===== src/rtl/minesweeper_pkg.sv =====
// Shared minesweeper definitions: board defaults, cell indexing,
// game condition codes and the mine placer state encoding.
package minesweeper_pkg;

    localparam int          ROWS_DEF      = 8;
    localparam int          COLS_DEF      = 8;
    localparam int          NUM_MINES_DEF = 10;
    localparam logic [15:0] SEED_DEF      = 16'hACE1;

    // Game condition reported by the top-level game FSM.
    typedef enum logic [1:0] {
        COND_PLAY = 2'd0,
        COND_WIN  = 2'd1,
        COND_LOSE = 2'd2
    } cond_t;

    // Mine placer states.
    typedef enum logic [2:0] {
        ST_IDLE  = 3'd0,
        ST_CLEAR = 3'd1,
        ST_DRAW  = 3'd2,
        ST_CHECK = 3'd3,
        ST_DONE  = 3'd4
    } placer_state_t;

    // Flat bitmap index of cell (r,c) on a board that is 'cols' wide.
    function automatic logic [8:0] cell_idx(input logic [3:0] r,
                                            input logic [3:0] c,
                                            input int         cols);
        return 9'(int'(r) * cols + int'(c));
    endfunction

endpackage


===== src/rtl/mine_placer_if.sv =====
// Handshake between the game FSM (master) and the mine placer (slave).
interface mine_placer_if
    import minesweeper_pkg::*;
#(
    parameter int ROWS = ROWS_DEF,
    parameter int COLS = COLS_DEF
) ();

    logic                   mine_start;
    logic [3:0]             safe_row;
    logic [3:0]             safe_col;
    logic                   mine_done;
    logic                   busy;
    logic [ROWS*COLS-1:0]   mine_map;
    logic [7:0]             mine_count;

    modport master (
        output mine_start, safe_row, safe_col,
        input  mine_done, busy, mine_map, mine_count
    );

    modport slave (
        input  mine_start, safe_row, safe_col,
        output mine_done, busy, mine_map, mine_count
    );

endinterface


===== src/rtl/mine_placer_lfsr16.sv =====
// Free-running 16-bit Fibonacci LFSR, taps 16,14,13,11.
module lfsr16 (
    input  logic        clk,
    input  logic        rst,
    input  logic [15:0] seed,
    output logic [15:0] q
);

    logic [15:0] r_q;
    logic        w_fb;

    assign w_fb = r_q[15] ^ r_q[13] ^ r_q[12] ^ r_q[10];

    // Shift every cycle; reset reloads the seed.
    always_ff @(posedge clk or negedge rst) begin
        if (!rst) r_q <= seed;
        else      r_q <= {r_q[14:0], w_fb};
    end

    assign q = r_q;

endmodule


===== src/rtl/mine_placer.sv =====
// Mine placer: on request clears the mine bitmap and drops NUM_MINES
// mines on pseudo-random cells outside the 3x3 zone around the
// player's first click, then holds done until the request drops.
module mine_placer
    import minesweeper_pkg::*;
#(
    parameter int          ROWS      = ROWS_DEF,
    parameter int          COLS      = COLS_DEF,
    parameter int          NUM_MINES = NUM_MINES_DEF,
    parameter logic [15:0] SEED      = SEED_DEF
) (
    input  logic          clk,
    input  logic          rst,
    mine_placer_if.slave  bus
);

    localparam int          MAP_W    = ROWS * COLS;
    // An all-zero seed would lock the LFSR.
    localparam logic [15:0] SEED_EFF = (SEED == 16'h0000) ? 16'hACE1 : SEED;

    generate
        if (ROWS < 4 || ROWS > 16 || COLS < 4 || COLS > 16) begin : g_bad_dims
            $error("mine_placer: ROWS and COLS must be within 4..16");
        end
        if (NUM_MINES < 1 || NUM_MINES > MAP_W - 9) begin : g_bad_mines
            $error("mine_placer: NUM_MINES must be within 1..ROWS*COLS-9");
        end
    endgenerate

    placer_state_t       r_state;
    logic [MAP_W-1:0]    r_map;
    logic [7:0]          r_count;
    logic [3:0]          r_safe_row;
    logic [3:0]          r_safe_col;
    logic [3:0]          r_cand_row;
    logic [3:0]          r_cand_col;
    logic                r_done;
    logic                r_busy;

    logic [15:0]         w_lfsr;
    logic [8:0]          w_idx;
    logic [MAP_W-1:0]    w_bit;
    logic signed [4:0]   w_dr;
    logic signed [4:0]   w_dc;
    logic                w_off_board;
    logic                w_occupied;
    logic                w_in_zone;
    logic                w_reject;
    logic [7:0]          w_new_count;

    lfsr16 u_lfsr (
        .clk  (clk),
        .rst  (rst),
        .seed (SEED_EFF),
        .q    (w_lfsr)
    );

    // Candidate evaluation. A candidate off the board may alias a real
    // cell in w_idx, but it is rejected by w_off_board regardless.
    assign w_idx       = cell_idx(r_cand_row, r_cand_col, COLS);
    assign w_bit       = MAP_W'(1) << w_idx;
    assign w_off_board = ({1'b0, r_cand_row} >= 5'(ROWS)) ||
                         ({1'b0, r_cand_col} >= 5'(COLS));
    assign w_occupied  = |(r_map & w_bit);
    // Signed differences so safe cells on an edge or corner clip naturally.
    assign w_dr        = $signed({1'b0, r_cand_row}) - $signed({1'b0, r_safe_row});
    assign w_dc        = $signed({1'b0, r_cand_col}) - $signed({1'b0, r_safe_col});
    assign w_in_zone   = (w_dr >= -5'sd1) && (w_dr <= 5'sd1) &&
                         (w_dc >= -5'sd1) && (w_dc <= 5'sd1);
    assign w_reject    = w_off_board || w_occupied || w_in_zone;
    assign w_new_count = r_count + 8'd1;

    // Placement FSM with registered done/busy; a dropped request aborts
    // from any working state without committing the pending candidate.
    always_ff @(posedge clk or negedge rst) begin
        if (!rst) begin
            r_state    <= ST_IDLE;
            r_map      <= '0;
            r_count    <= '0;
            r_safe_row <= '0;
            r_safe_col <= '0;
            r_cand_row <= '0;
            r_cand_col <= '0;
            r_done     <= 1'b0;
            r_busy     <= 1'b0;
        end else begin
            case (r_state)
                ST_IDLE: begin
                    if (bus.mine_start) begin
                        r_state <= ST_CLEAR;
                        r_busy  <= 1'b1;
                    end
                end
                ST_CLEAR: begin
                    if (!bus.mine_start) begin
                        r_state <= ST_IDLE;
                        r_busy  <= 1'b0;
                    end else begin
                        r_map      <= '0;
                        r_count    <= '0;
                        r_safe_row <= bus.safe_row;
                        r_safe_col <= bus.safe_col;
                        r_state    <= ST_DRAW;
                    end
                end
                ST_DRAW: begin
                    if (!bus.mine_start) begin
                        r_state <= ST_IDLE;
                        r_busy  <= 1'b0;
                    end else begin
                        r_cand_row <= w_lfsr[3:0];
                        r_cand_col <= w_lfsr[7:4];
                        r_state    <= ST_CHECK;
                    end
                end
                ST_CHECK: begin
                    if (!bus.mine_start) begin
                        r_state <= ST_IDLE;
                        r_busy  <= 1'b0;
                    end else if (w_reject) begin
                        r_state <= ST_DRAW;
                    end else begin
                        r_map   <= r_map | w_bit;
                        r_count <= w_new_count;
                        if (w_new_count == 8'(NUM_MINES)) begin
                            r_state <= ST_DONE;
                            r_busy  <= 1'b0;
                            r_done  <= 1'b1;
                        end else begin
                            r_state <= ST_DRAW;
                        end
                    end
                end
                ST_DONE: begin
                    if (!bus.mine_start) begin
                        r_state <= ST_IDLE;
                        r_done  <= 1'b0;
                    end
                end
                default: begin
                    r_state <= ST_IDLE;
                    r_done  <= 1'b0;
                    r_busy  <= 1'b0;
                end
            endcase
        end
    end

    assign bus.mine_done  = r_done;
    assign bus.busy       = r_busy;
    assign bus.mine_map   = r_map;
    assign bus.mine_count = r_count;

endmodule


===== src/flat_wrapper.sv =====
// flat-port wrapper written by rule: the top's interface ports become plain ports
module mine_placer_flat import minesweeper_pkg::*;
#(
    parameter int          ROWS      = ROWS_DEF,
    parameter int          COLS      = COLS_DEF,
    parameter int          NUM_MINES = NUM_MINES_DEF,
    parameter logic [15:0] SEED      = SEED_DEF
)
  (clk, rst, bus_mine_start, bus_safe_row, bus_safe_col, bus_mine_done, bus_busy, bus_mine_map, bus_mine_count);
  mine_placer_if #(.ROWS(ROWS), .COLS(COLS)) bus_i ();
  input  logic clk;
  input  logic rst;
  input wire logic [$bits(bus_i.mine_start)-1:0] bus_mine_start;
  input wire logic [$bits(bus_i.safe_row)-1:0] bus_safe_row;
  input wire logic [$bits(bus_i.safe_col)-1:0] bus_safe_col;
  output wire logic [$bits(bus_i.mine_done)-1:0] bus_mine_done;
  output wire logic [$bits(bus_i.busy)-1:0] bus_busy;
  output wire logic [$bits(bus_i.mine_map)-1:0] bus_mine_map;
  output wire logic [$bits(bus_i.mine_count)-1:0] bus_mine_count;
  assign bus_i.mine_start = bus_mine_start;
  assign bus_i.safe_row = bus_safe_row;
  assign bus_i.safe_col = bus_safe_col;
  assign bus_mine_done = bus_i.mine_done;
  assign bus_busy = bus_i.busy;
  assign bus_mine_map = bus_i.mine_map;
  assign bus_mine_count = bus_i.mine_count;
  mine_placer #(.ROWS(ROWS), .COLS(COLS), .NUM_MINES(NUM_MINES), .SEED(SEED)) u_core (.clk(clk), .rst(rst), .bus(bus_i));
endmodule

===== config.mk =====
export PLATFORM = sky130hd
export DESIGN_NAME = mine_placer_flat
export DESIGN_NICKNAME = d
export VERILOG_FILES = /design/src/rtl/minesweeper_pkg.sv /design/src/rtl/mine_placer_if.sv /design/src/rtl/mine_placer_lfsr16.sv /design/src/rtl/mine_placer.sv /design/src/flat_wrapper.sv
export SDC_FILE = /design/constraint.sdc
export NUM_CORES = 1
export LEC_CHECK = 0
export ABC_AREA = 0
export CORE_MARGIN = 2
export CORE_UTILIZATION = 40
export DETAILED_ROUTE_END_ITERATION = 10
export PLACE_DENSITY_LB_ADDON = 0.05
export SYNTH_ARGS = -nofsm -noshare
export SYNTH_HDL_FRONTEND = slang
export SYNTH_SLANG_ARGS = --single-unit

===== constraint.sdc =====
create_clock -name clk -period 6.9 [get_ports clk]
set_input_delay 1.725 -clock clk [delete_from_list [all_inputs] [get_ports clk]]
set_output_delay 1.725 -clock clk [all_outputs]
set_load 0.02 [all_outputs]

==> Word level (Yosys, flattened, before mapping) <==
Cells that the tools add are included.
{ "op_classes": {"addsub": 4, "magnitude_cmp": 6, "n_eq_ne": 14, "shift": 1, "mux": 26, "bitwise_logic": 7, "n_reduce_logical": 17} }
{ "ops": {"columns": ["op", "n"], "rows": [
  ["two-way mux 64 bit", 3],
  ["case mux 64 bit (2 select lines)", 1],
  ["bitwise AND 64 bit", 1],
  ["OR 64 bit", 1],
  ["OR reduction 64 bit", 1],
  ["left shift 1 x 9 -> 64 bit, first input constant", 1],
  ["two-way mux 8 bit", 3],
  ["case mux 8 bit (2 select lines)", 1],
  ["two-way mux 3 bit", 5],
  ["case mux 3 bit (5 select lines)", 1],
  ["!= test 2 bit, second input constant", 6],
  ["greater-or-equal comparator 5 x 1 -> 1 bit, second input constant", 2],
  ["less-or-equal comparator 5 x 2 -> 1 bit, second input constant", 2],
  ["AND reduction 5 bit", 2],
  ["subtractor 4 x 4 -> 5 bit", 2],
  ["adder 7 x 4 -> 8 bit", 1],
  ["adder 8 x 1 -> 8 bit, second input constant", 1],
  ["== test 8 x 4 -> 1 bit, second input constant", 1],
  ["greater-or-equal comparator 4 bit, second input constant", 2],
  ["two-way mux 1 bit", 8],
  ["== test 3 x 2 -> 1 bit, second input constant", 2],
  ["AND reduction 2 bit", 3],
  ["two-way mux 2 bit", 2],
  ["case mux 1 bit (4 select lines)", 1],
  ["other kinds (15)", 22]
]} }
{ "word_totals": {"regBits": 109, "inputBits": 11, "out_inout_bits": 74, "elab_cells": 85} }

==> Logic depth before layout (Yosys ltp) <==
Gate-level depths: netlist of run 1.
{ "logic_depth": {"ltp_word": 9, "mapped_depth": 14, "mapped_depth_nobuf": 13} }

==> Least setup slack after synthesis of run 1 <==
Ideal clock, no wire load.
{ "synth_path": {"path_type": "input port to flip-flop", "startpoint": "input bus_mine_start", "endpoint": "register u_core.r_map[39], in the netlist u_core.bus.mine_map[39]", "t_arrival_ns": 2.988, "required_time_ns": 6.817, "slack_ns": 3.829, "stages": 7, "n_path_buf": 1, "cell_sequence": "nor2b_1 > and2_1 > nand2_1 > clkbuf_1 > nor3_1 > nand3_1 > o21ai_0"} }
{ "synth_via": {"elab_chain_len": 2} }
{ "synth_rtl": {"columns": ["element", "line_no", "source"], "rows": [
  ["start, declared", "flat_wrapper.sv:13", "input wire logic [$bits(bus_i.mine_start)-1:0] bus_mine_start;"],
  ["!= test 2 bit (no source line)", null, null],
  ["AND reduction 4 bit (no source line) *", null, null],
  ["end signal, assigned", "mine_placer.sv:123", "r_map <= r_map | w_bit;"],
  ["end, declared", "mine_placer.sv:31", "logic [MAP_W-1:0] r_map;"]
]} }
Mark *: on every way between the ends. The rest lies on a longest branch, timed or not.
A chain may end at the register's enable or synchronous reset.

==> Worst setup path after layout of run 1 <==
{ "layout_path": {"startpoint": "register u_core.r_cand_col[0]", "endpoint": "register u_core.r_map[16], in the netlist u_core.bus.mine_map[16]"} }
{ "layout_via": {"elab_chain_len": 8} }
{ "layout_rtl": {"columns": ["element", "line_no", "source"], "rows": [
  ["start, declared", "mine_placer.sv:36", "logic [3:0] r_cand_col;"],
  ["start signal, assigned", "mine_placer.sv:112", "r_cand_col <= w_lfsr[7:4];"],
  ["adder 7 x 4 -> 8 bit", "minesweeper_pkg.sv:30", "return 9'(int'(r) * cols + int'(c));"],
  ["left shift 1 x 9 -> 64 bit", "mine_placer.sv:61", "assign w_bit = MAP_W'(1) << w_idx;"],
  ["bitwise AND 64 bit", "mine_placer.sv:64", "assign w_occupied = |(r_map & w_bit);"],
  ["OR reduction 64 bit", "mine_placer.sv:64", null],
  ["logical OR 1 bit (2 in a row)", "mine_placer.sv:70", "assign w_reject = w_off_board || w_occupied || w_in_zone;"],
  ["!= test 2 bit (no source line)", null, null],
  ["AND reduction 4 bit (no source line)", null, null]
]} }
Several ways; a longest one is shown, not always the timed one. The select of a mux whose other input is x is not followed.

==> reports/qor.txt, run 1 <==
WL per Instance -> 19.99 um
Fin Clk Skew -> 11.78 ps
Cell Area, Synth -> 5477 um2
kind of critical path -> reg2reg
R2R setup slack -> 2860 ps
DR vias -> 4662
Hold Crit Class -> reg2reg
crit-path max FO -> 18
IO Port Bufs -> 84
row count -> 42
crit start category -> register
setup TNS -> 0 ps
f_max -> 0.2475 GHz
crit share post-route -> 58.55%
CORE AREA -> 13300 um2
Worst Tran Pin Value -> 844.6 ps
r2r startpoint -> u_core.r_cand_col[0]
area delta synth->final -> 22.69%
total track usage -> 23.25%
n_diodes -> 0
syn_nets -> 587
max incr delay on CP -> 700 ps
P_leak -> 2.765 nW
worst reg2reg path endpoint -> u_core.bus.mine_map[16]
DRT iter0 DRCs -> 445
drt via density -> 5.756
Post-DP HPWL -> 11060 um
post-cts resize count -> 0
commonest non-fill, non-tap cell in the layout -> dfrtp_1
most frequent cells in the layout -> dfrtp_1, nand2_1, clkdlybuf4s50_1, o21ai_1, o21ai_0
hold path start -> u_core.u_lfsr.q[9]
Hold Fails Final Rpt -> 0
DP Cell Count -> 794
remaining global-route overflow -> 0
Critical Path Slowest Stage Cell -> a211o_1
# DRC -> 0
FFs w/ async S/R, synth -> 100.0%
Hold Path End -> u_core.u_lfsr.q[10]
vias in the first global route -> 4641
kind of cell adding the most delay to the critical path -> compound AO/OA/AOI/OAI gates
P per Cell Area -> 200.3 nW/um2
clk_lat worst skew -> 360 ps
outcome -> finished clean
CTS clock-pin slew for the worst setup and hold paths -> 80 ps
fillcell total -> 1262
cells along the critical path -> inv_1, ha_1, inv_1, fa_1, xor2_1, and4b_1, ha_1, nand2b_1, o2111ai_1, nand4b_4, a211o_1, o31ai_1
setup violators final -> 0
post-synthesis sequential area ratio -> 49.99%
first-pass iteration count of the detailed router -> 5
H-tree depth -> 3
CTS tree -> yes
starting density of the core -> 41.19%
ratio of cells with drive above 1 in the final layout -> 8.517%
Worst Path Required -> 7140 ps
routability cong. -> 0.8827
RSZ-0062 raised after global routing -> no
Synth cell types -> 69
initial antenna violation count -> 0
clock sinks -> 109
Critical path buffers and inverters -> 2
Num CTS Buffers -> 9
Yosys reg bits -> 109
# IOs -> 85
hold depth -> 0
first-pass GRT wire length -> 26030 um
Max clock buf depth -> 2
Non-Filler Instances -> 810
max-slew violation count -> 0
hold-fix buffers at CTS -> 0
Die ar. -> 14640 um2
DIE WIDTH -> 121.0 um
EDFF count, synth -> 0
VDD IR-drop max -> 0.1241 mV
Critical Path End Type -> register
Reg2Reg Depth -> 12
critical path arrival -> 4280 ps
Die Ht -> 121.0 um
Most used DFF post-synth -> dfrtp_1
largest net degree at the start of global routing -> 65
average size of a mapped cell -> 9.779 um2
# Max-Cap Violations -> 0
Worst slew margin -> 43.70%
Post-CTS Setup Bufs -> 0
Mapped Cells -> 560
final WL -> 16190 um
Root Driver -> clkbuf_16
Net count, final -> 656
Synth warnings -> 0
antenna violation net count after detailed routing -> 0
Period minus WS final -> 4040 ps
## worst register-to-register path: stages (launching register included)
cell and delay, ps:
dfrtp_1 560, inv_1 470, ha_1 240, inv_1 50, fa_1 400, xor2_1 180, and4b_1 190, ha_1 270
nand2b_1 50, o2111ai_1 130, nand4b_4 300, a211o_1 700, o31ai_1 380
## registers in the layout (all words and copies together) (netlist names)
name,cells
u_core.u_lfsr.q,16
u_core.r_state,3
u_core.r_cand_row,4
u_core.r_safe_row,4
u_core.bus.mine_map,64
u_core.bus.busy,1
u_core.bus.mine_done,1
u_core.r_cand_col,4
u_core.bus.mine_count,8
u_core.r_safe_col,4
## how the worst max path moves through the flow
| stage | startpoint | to | slack, ps | depth (start not counted) |
|---|---|---|---|---|
| after floorplan | bus_mine_start | u_core.bus.mine_map[39] | 3830 | 7 |
| after global placement | bus_mine_start | u_core.bus.mine_map[39] | 2810 | 7 |
| after detailed placement | bus_mine_start | u_core.bus.mine_map[3] | 2740 | 7 |
| after CTS | u_core.r_cand_col[0] | u_core.bus.mine_map[16] | 2920 | 12 |
| after global routing | u_core.r_cand_col[0] | u_core.bus.mine_map[16] | 2660 | 12 |
| final | u_core.r_cand_col[0] | u_core.bus.mine_map[16] | 2860 | 12 |
## synth_stat cells (3+ instances only)
| cell type | number | area (um2) |
|---|---|---|
| a211o_1 | 4 | 35.03 |
| a21o_1 | 6 | 45.04 |
| a21oi_1 | 15 | 75.07 |
| a31oi_1 | 5 | 31.28 |
| and2_1 | 4 | 25.02 |
| and3_1 | 6 | 37.54 |
| buf_1 | 3 | 11.26 |
| buf_2 | 5 | 25.02 |
| buf_4 | 5 | 37.54 |
| clkbuf_1 | 19 | 71.32 |
| dfrtp_1 | 101 | 2527 |
| dfstp_2 | 8 | 210.2 |
| ha_1 | 14 | 175.2 |
| inv_1 | 15 | 56.30 |
| mux2_2 | 14 | 157.7 |
| mux2i_1 | 9 | 90.09 |
| nand2_1 | 98 | 367.9 |
| nand2b_1 | 10 | 62.56 |
| nand3_1 | 18 | 90.09 |
| nand3b_1 | 9 | 67.56 |
| nand4_1 | 4 | 25.02 |
| nor2_1 | 19 | 71.32 |
| nor2b_1 | 8 | 50.05 |
| nor3_1 | 9 | 45.04 |
| nor3b_1 | 4 | 30.03 |
| o211ai_1 | 6 | 45.04 |
| o21ai_0 | 24 | 120.1 |
| o21ai_1 | 44 | 220.2 |
| o2bb2ai_1 | 3 | 26.28 |
| o31ai_1 | 10 | 75.07 |
| or4_1 | 3 | 22.52 |
| xnor2_1 | 6 | 52.55 |
| xor2_1 | 4 | 35.03 |
## per-layer routing
layer / vias up / share of wire [%] / track usage, %
li1: 2127 / - / -
met1: 2298 / 46 / 33.04
met2: 206 / 44 / 33.88
met3: 31 / 7.6 / 6.391
met4: 0 / 2.7 / 8.576
met5: - / 0 / 0
## cells by family after synthesis
family	count (synthesis)	share of synthesized area, %
AND/OR/NAND/NOR	206	18.55
AO/OA/AOI/OAI	145	17.04
flip-flops	109	49.99
buffers and inverters	49	3.952
multiplexers	25	4.935
adder cells (fa/ha/maj)	16	3.930
XOR/XNOR	10	1.599
## power breakdown
part | internal (W) | total [W] | leakage [nW] | switching, W
sequential | 0.000655 | 0.000669 | 1.46 | 0.0000143
clock | 0.000251 | 0.000498 | 0.134 | 0.000247
combinational | 0.0000725 | 0.000178 | 1.17 | 0.000106
total | 0.000979 | 0.00135 | 2.77 | 0.000367
## metrics by stage
stage | hold WS, ps | cell area, um2 | util, % | power, W | setup slack, ps
3_5_place_dp | 336.7 | 6442 | 48.46 | 0.0008593 | 2745
2_1_floorplan | 331.2 | 5477 | - | 0.0007987 | 3829
5_1_grt | 359.6 | 6719 | 50.54 | 0.001411 | 2661
4_1_cts | 353.0 | 6719 | 50.54 | 0.001359 | 2916
3_3_place_gp | 335.5 | 6442 | 48.46 | 0.0008531 | 2814
6_report | 351.6 | 6719 | 50.54 | 0.001346 | 2860
## cell type report
cell class	instances	area (um2)	share of cell area, %
clock buffers	11	232.7	3.464
clock inverters	5	43.79	0.6518
repair buffers	91	890.9	13.26
flip-flops and latches	109	2738	40.74
well taps	176	220.2	3.277
inverters	16	60.06	0.8939
multi-input cells	402	2534	37.71
Power figures use the tool's default switching activity.
==> inputs of run 2 (changes only) <==
==> constraint.sdc (replaced) <==
create_clock -name clk -period 3.6 [get_ports clk]
set_input_delay 0.9 -clock clk [delete_from_list [all_inputs] [get_ports clk]]
set_output_delay 0.9 -clock clk [all_outputs]
set_load 0.02 [all_outputs]
==> reports/qor.txt, run 2 (synthesis gave the netlist of run 1 again) <==
Pwr Total -> 0.002606 W
most frequent cells in the layout -> dfrtp_1, nand2_1, clkdlybuf4s50_1, o21ai_1, o21ai_0
Hold Fails Final Rpt -> 0
Hold Crit Class -> reg2reg
hold-fix buffers at CTS -> 0
commonest non-fill, non-tap cell in the layout -> dfrtp_1
P per Cell Area -> 376.9 nW/um2
remaining global-route overflow -> 0
kind of cell adding the most delay to the critical path -> compound AO/OA/AOI/OAI gates
Critical path buffers and inverters -> 2
initial antenna violation count -> 0
Critical Path Slowest Stage Cell -> dfrtp_2
critical path arrival -> 3690 ps
# DRC -> 0
H-tree depth -> 3
cells along the critical path -> ha_2, ha_4, buf_12, and3b_1, o2111ai_1, a31oi_1, or3_1, a2111oi_4, nand4b_4, a211o_1, buf_4, o21ai_1
CORE AREA -> 13300 um2
clk_lat worst skew -> 370 ps
vias in the first global route -> 4612
outcome -> finished clean
VDD IR-drop max -> 0.2141 mV
ratio of cells with drive above 1 in the final layout -> 11.28%
fillcell total -> 1213
Net count, final -> 669
area delta synth->final -> 26.27%
Worst slew margin -> 50.59%
Root Driver -> clkbuf_16
Hold Path End -> u_core.u_lfsr.q[15]
first-pass GRT wire length -> 26070 um
r2r startpoint -> u_core.r_cand_col[3]
Worst Tran Pin Value -> 738.4 ps
kind of critical path -> reg2reg
DR vias -> 4661
drt via density -> 5.663
total track usage -> 23.37%
hold path start -> u_core.u_lfsr.q[14]
first-pass iteration count of the detailed router -> 5
antenna violation net count after detailed routing -> 0
crit share post-route -> 94.13%
max reg flops -> 64
hold slack final -> 360.3 ps
RSZ-0062 raised after global routing -> no
# IOs -> 85
crit-path max FO -> 18
max-slew violation count -> 0
largest net degree at the start of global routing -> 65
hold depth -> 0
Post-DP HPWL -> 11370 um
worst reg2reg path endpoint -> u_core.bus.mine_map[8]
WL per Instance -> 19.98 um
Die ar. -> 14640 um2
Fin Clk Skew -> 14.26 ps
final WL -> 16450 um
Reg2Reg Depth -> 12
Max clock buf depth -> 2
# Max-Cap Violations -> 0
CTS clock-pin slew for the worst setup and hold paths -> 80 ps
DIE WIDTH -> 121.0 um
clock sinks -> 109
row count -> 42
DRT iter0 DRCs -> 390
CTS tree -> yes
starting density of the core -> 41.19%
Num CTS Buffers -> 9
n_diodes -> 0
crit start category -> register
Die Ht -> 121.0 um
Worst Path Required -> 3900 ps
IO Port Bufs -> 84
R2R setup slack -> 210 ps
P_leak -> 2.839 nW
Period minus WS final -> 3389 ps
max incr delay on CP -> 450 ps
Critical Path End Type -> register
setup violators final -> 0
f_max -> 0.2951 GHz
routability cong. -> 0.8743
Post-CTS Setup Bufs -> 0
run 2: worst register-to-register path, stage by stage (launching register included):
cell,delay (ps)
dfrtp_2,450
ha_2,230
ha_4,310
buf_12,160
and3b_1,200
o2111ai_1,170
a31oi_1,100
or3_1,370
a2111oi_4,360
nand4b_4,190
a211o_1,420
buf_4,230
o21ai_1,150
run 2: area by class of cell:
class	count	area, um2	share of cell area (%)
clock buffers	11	232.7	3.365
clock inverters	5	43.79	0.6333
inverters	16	60.06	0.8685
multi-input cells	402	2560	37.02
flip-flops and latches	109	2739	39.61
well taps	176	220.2	3.184
repair buffers	104	1060	15.32
run 2: metal layers:
metal,track usage (%),wire length [um],vias up
met5,0,0,-
met4,7.558,279,0
li1,-,-,2161
met1,32.94,7769,2327
met3,4.699,780,25
met2,36.13,7617,148
run 2: repair_timing:
item | in CTS | in global routing
cloned | 0 | 1
endpoints found under the setup margin | 14 | 39
pin swaps | 0 | 1
resized for setup | 1 | 7
run 2: per-stage QoR:
stage | TNS, ps | setup WS (ps) | instances | util, % | cell area, um2
2_1_floorplan | 0 | 536.9 | 560 | - | 5477
3_3_place_gp | 0 | 25.42 | 806 | 49.51 | 6583
3_5_place_dp | -44.16 | -28.51 | 806 | 49.51 | 6583
4_1_cts | 0 | 97.34 | 822 | 51.61 | 6862
5_1_grt | 0 | 35.00 | 823 | 52.01 | 6915
6_report | 0 | 211.5 | 823 | 52.01 | 6915
run 2: where the power goes:
part	total [W]	leakage (nW)	switching (W)	internal, W
clock network	0.000961	0.129	0.000481	0.000480
logic	0.000363	1.25	0.000208	0.000155
registers	0.00128	1.46	0.0000269	0.00126
run 2: how the worst max path moves through the flow:
stage	start	cells after the start	slack, ps	end
floorplan	u_core.r_cand_col[3]	13	540	u_core.bus.mine_count[5]
global placement	u_core.r_cand_col[3]	10	30	u_core.bus.mine_map[39]
detailed placement	u_core.r_cand_col[3]	10	-30	u_core.bus.mine_map[33]
CTS	u_core.r_cand_col[3]	11	100	u_core.bus.mine_map[33]
global route	u_core.r_cand_row[0]	13	30	u_core.bus.mine_map[33]
finish	u_core.r_cand_col[3]	12	210	u_core.bus.mine_map[8]
==> inputs of run 3 (changes only) <==
--- a/config.mk
+++ b/config.mk
@@ -6,6 +6,7 @@
 export NUM_CORES = 1
 export LEC_CHECK = 0
 export ABC_AREA = 0
+export CAP_MARGIN = 20
 export CORE_MARGIN = 2
 export CORE_UTILIZATION = 40
 export DETAILED_ROUTE_END_ITERATION = 10
==> constraint.sdc (replaced) <==
create_clock -name clk -period 4 [get_ports clk]
set_input_delay 1 -clock clk [delete_from_list [all_inputs] [get_ports clk]]
set_output_delay 1 -clock clk [all_outputs]
set_load 0.02 [all_outputs]
==> reports/qor.txt, run 3 (synthesis gave the netlist of run 1 again) <==
CTS tree -> yes
Post-DP HPWL -> 11600 um
P per Cell Area -> 351.4 nW/um2
met3 usage -> 3.289%
Comb pwr share -> 13.0%
drt via density -> 5.627
routability cong. -> 0.8244
fillcell total -> 1257
Max clock buf depth -> 2
commonest non-fill, non-tap cell in the layout -> dfrtp_1
kind of critical path -> reg2reg
starting density of the core -> 41.19%
IO Port Bufs -> 84
setup violators final -> 0
outcome -> finished clean
worst slack, placed -> 416.7 ps
f_max -> 0.2802 GHz
max reg flops -> 64
ratio of cells with drive above 1 in the final layout -> 9.828%
Post-CTS Setup Bufs -> 0
Worst Path Required -> 4270 ps
critical path arrival -> 3840 ps
crit-path max FO -> 16
final core utilization -> 51.40%
final worst slack -> 430.6 ps
max-slew violation count -> 0
area delta synth->final -> 24.79%
CORE AREA -> 13300 um2
DRT iter0 DRCs -> 411
Worst slew margin -> 40.76%
Period minus WS final -> 3569 ps
Global Route met1 Usage -> 34.63%
Flop pwr share -> 48.1%
total track usage -> 23.73%
DR vias -> 4597
largest net degree at the start of global routing -> 65
clock sinks -> 109
remaining global-route overflow -> 0
post-cts resize count -> 0
Non-Filler Instances -> 817
R2R setup slack -> 430 ps
most frequent cells in the layout -> dfrtp_1, nand2_1, clkdlybuf4s50_1, o21ai_1, o21ai_0
hold-fix buffers at CTS -> 0
crit start category -> register
WL per Instance -> 20.02 um
# Max-Cap Violations -> 0
# IOs -> 85
setup TNS -> 0 ps
first-pass iteration count of the detailed router -> 5
Num CTS Buffers -> 9
first-pass GRT wire length -> 26450 um
Die ar. -> 14640 um2
Net count, final -> 663
met2 usage -> 36.45%
most crowded layer after global routing -> met2
DP Cell Count -> 801
# DRC -> 0
VDD IR-drop max -> 0.1836 mV
Pint -> 0.001715 W
DIE WIDTH -> 121.0 um
CTS clock-pin slew for the worst setup and hold paths -> 80 ps
Hold Crit Class -> reg2reg
antenna violation net count after detailed routing -> 0
RSZ-0062 raised after global routing -> no
row count -> 42
crit share post-route -> 89.24%
final WL -> 16360 um
Worst Tran Pin Value -> 888.6 ps
NetSw -> 0.0006864 W
vias in the first global route -> 4594
n_diodes -> 0
H-tree depth -> 3
Fin Clk Skew -> 7.686 ps
Root Driver -> clkbuf_16
Hold Fails Final Rpt -> 0
initial antenna violation count -> 0
Clk pwr share -> 38.8%
switch share -> 28.58%
Critical Path End Type -> register
P_leak -> 2.828 nW
Die Ht -> 121.0 um
clk_lat worst skew -> 370 ps
-- run 3: cell count changes in the layout (fill, tap and decap cells not counted), moves of 2 or more --
| cell | previous run | this run |
|---|---|---|
| a211o_1 | 1 | 4 |
| clkinv_8 | 0 | 3 |
| a211o_2 | 2 | 0 |
| buf_12 | 4 | 2 |
| buf_4 | 15 | 13 |
| clkbuf_1 | 2 | 0 |
| clkinvlp_4 | 2 | 0 |
| ha_1 | 12 | 14 |
-- run 3: critical path, cell delays in order, from the launching register on --
cell	delay, ps
dfrtp_1	390
inv_1	110
ha_1	170
inv_1	60
fa_1	400
xor2_1	220
nand3b_1	130
nor2_1	110
ha_1	250
xnor2_1	130
o2111ai_1	380
nand4b_4	180
a211o_1	610
o31ai_1	350
-- run 3: stage by stage --
step                hold slack [ps]  area, um2  power (W)
CTS                           353.4       6834   0.002421
finish                        352.1       6834   0.002402
floorplan                     331.2       5477   0.001378
detailed placement            334.7       6520   0.001491
global route                  355.2       6834   0.002506
global placement              336.7       6520   0.001479
-- run 3: final timing paths --
path / end / startpoint / depth (start not counted)
max in group asynchronous: u_core.u_lfsr.q[11] / rst / 2
worst max-delay path: u_core.bus.mine_map[18] / u_core.r_cand_row[0] / 13
worst min register to register: u_core.u_lfsr.q[9] / u_core.u_lfsr.q[8] / 0
worst min-delay path: u_core.u_lfsr.q[9] / u_core.u_lfsr.q[8] / 0
min in group asynchronous: u_core.r_safe_row[3] / rst / 1
worst max register to register: u_core.bus.mine_map[18] / u_core.r_cand_row[0] / 13
-- run 3: power by group through the flow --
stage	logic, W	registers, W	clock network (W)
after floorplan	0.000199	0.00118	0
after global placement	0.000305	0.00117	0
after detailed placement	0.000314	0.00118	0
after CTS	0.000317	0.00116	0.000949
after global routing	0.000352	0.00116	0.000994
final	0.000313	0.00116	0.000933
-- run 3: layout make-up --
cell class	count	area, um2	share of cell area, %
clock buffers	9	225.2	3.295
well taps	176	220.2	3.222
clock inverters	7	88.84	1.300
inverters	16	60.06	0.8788
multi-input cells	402	2534	37.07
repair buffers	98	968.4	14.17
flip-flops and latches	109	2738	40.06
-- run 3: metal layers --
layer	wire, um	part of all wire [%]
met1	7852	48
met2	7539	46
met3	693	4.2
met4	272	1.7
met5	0	0
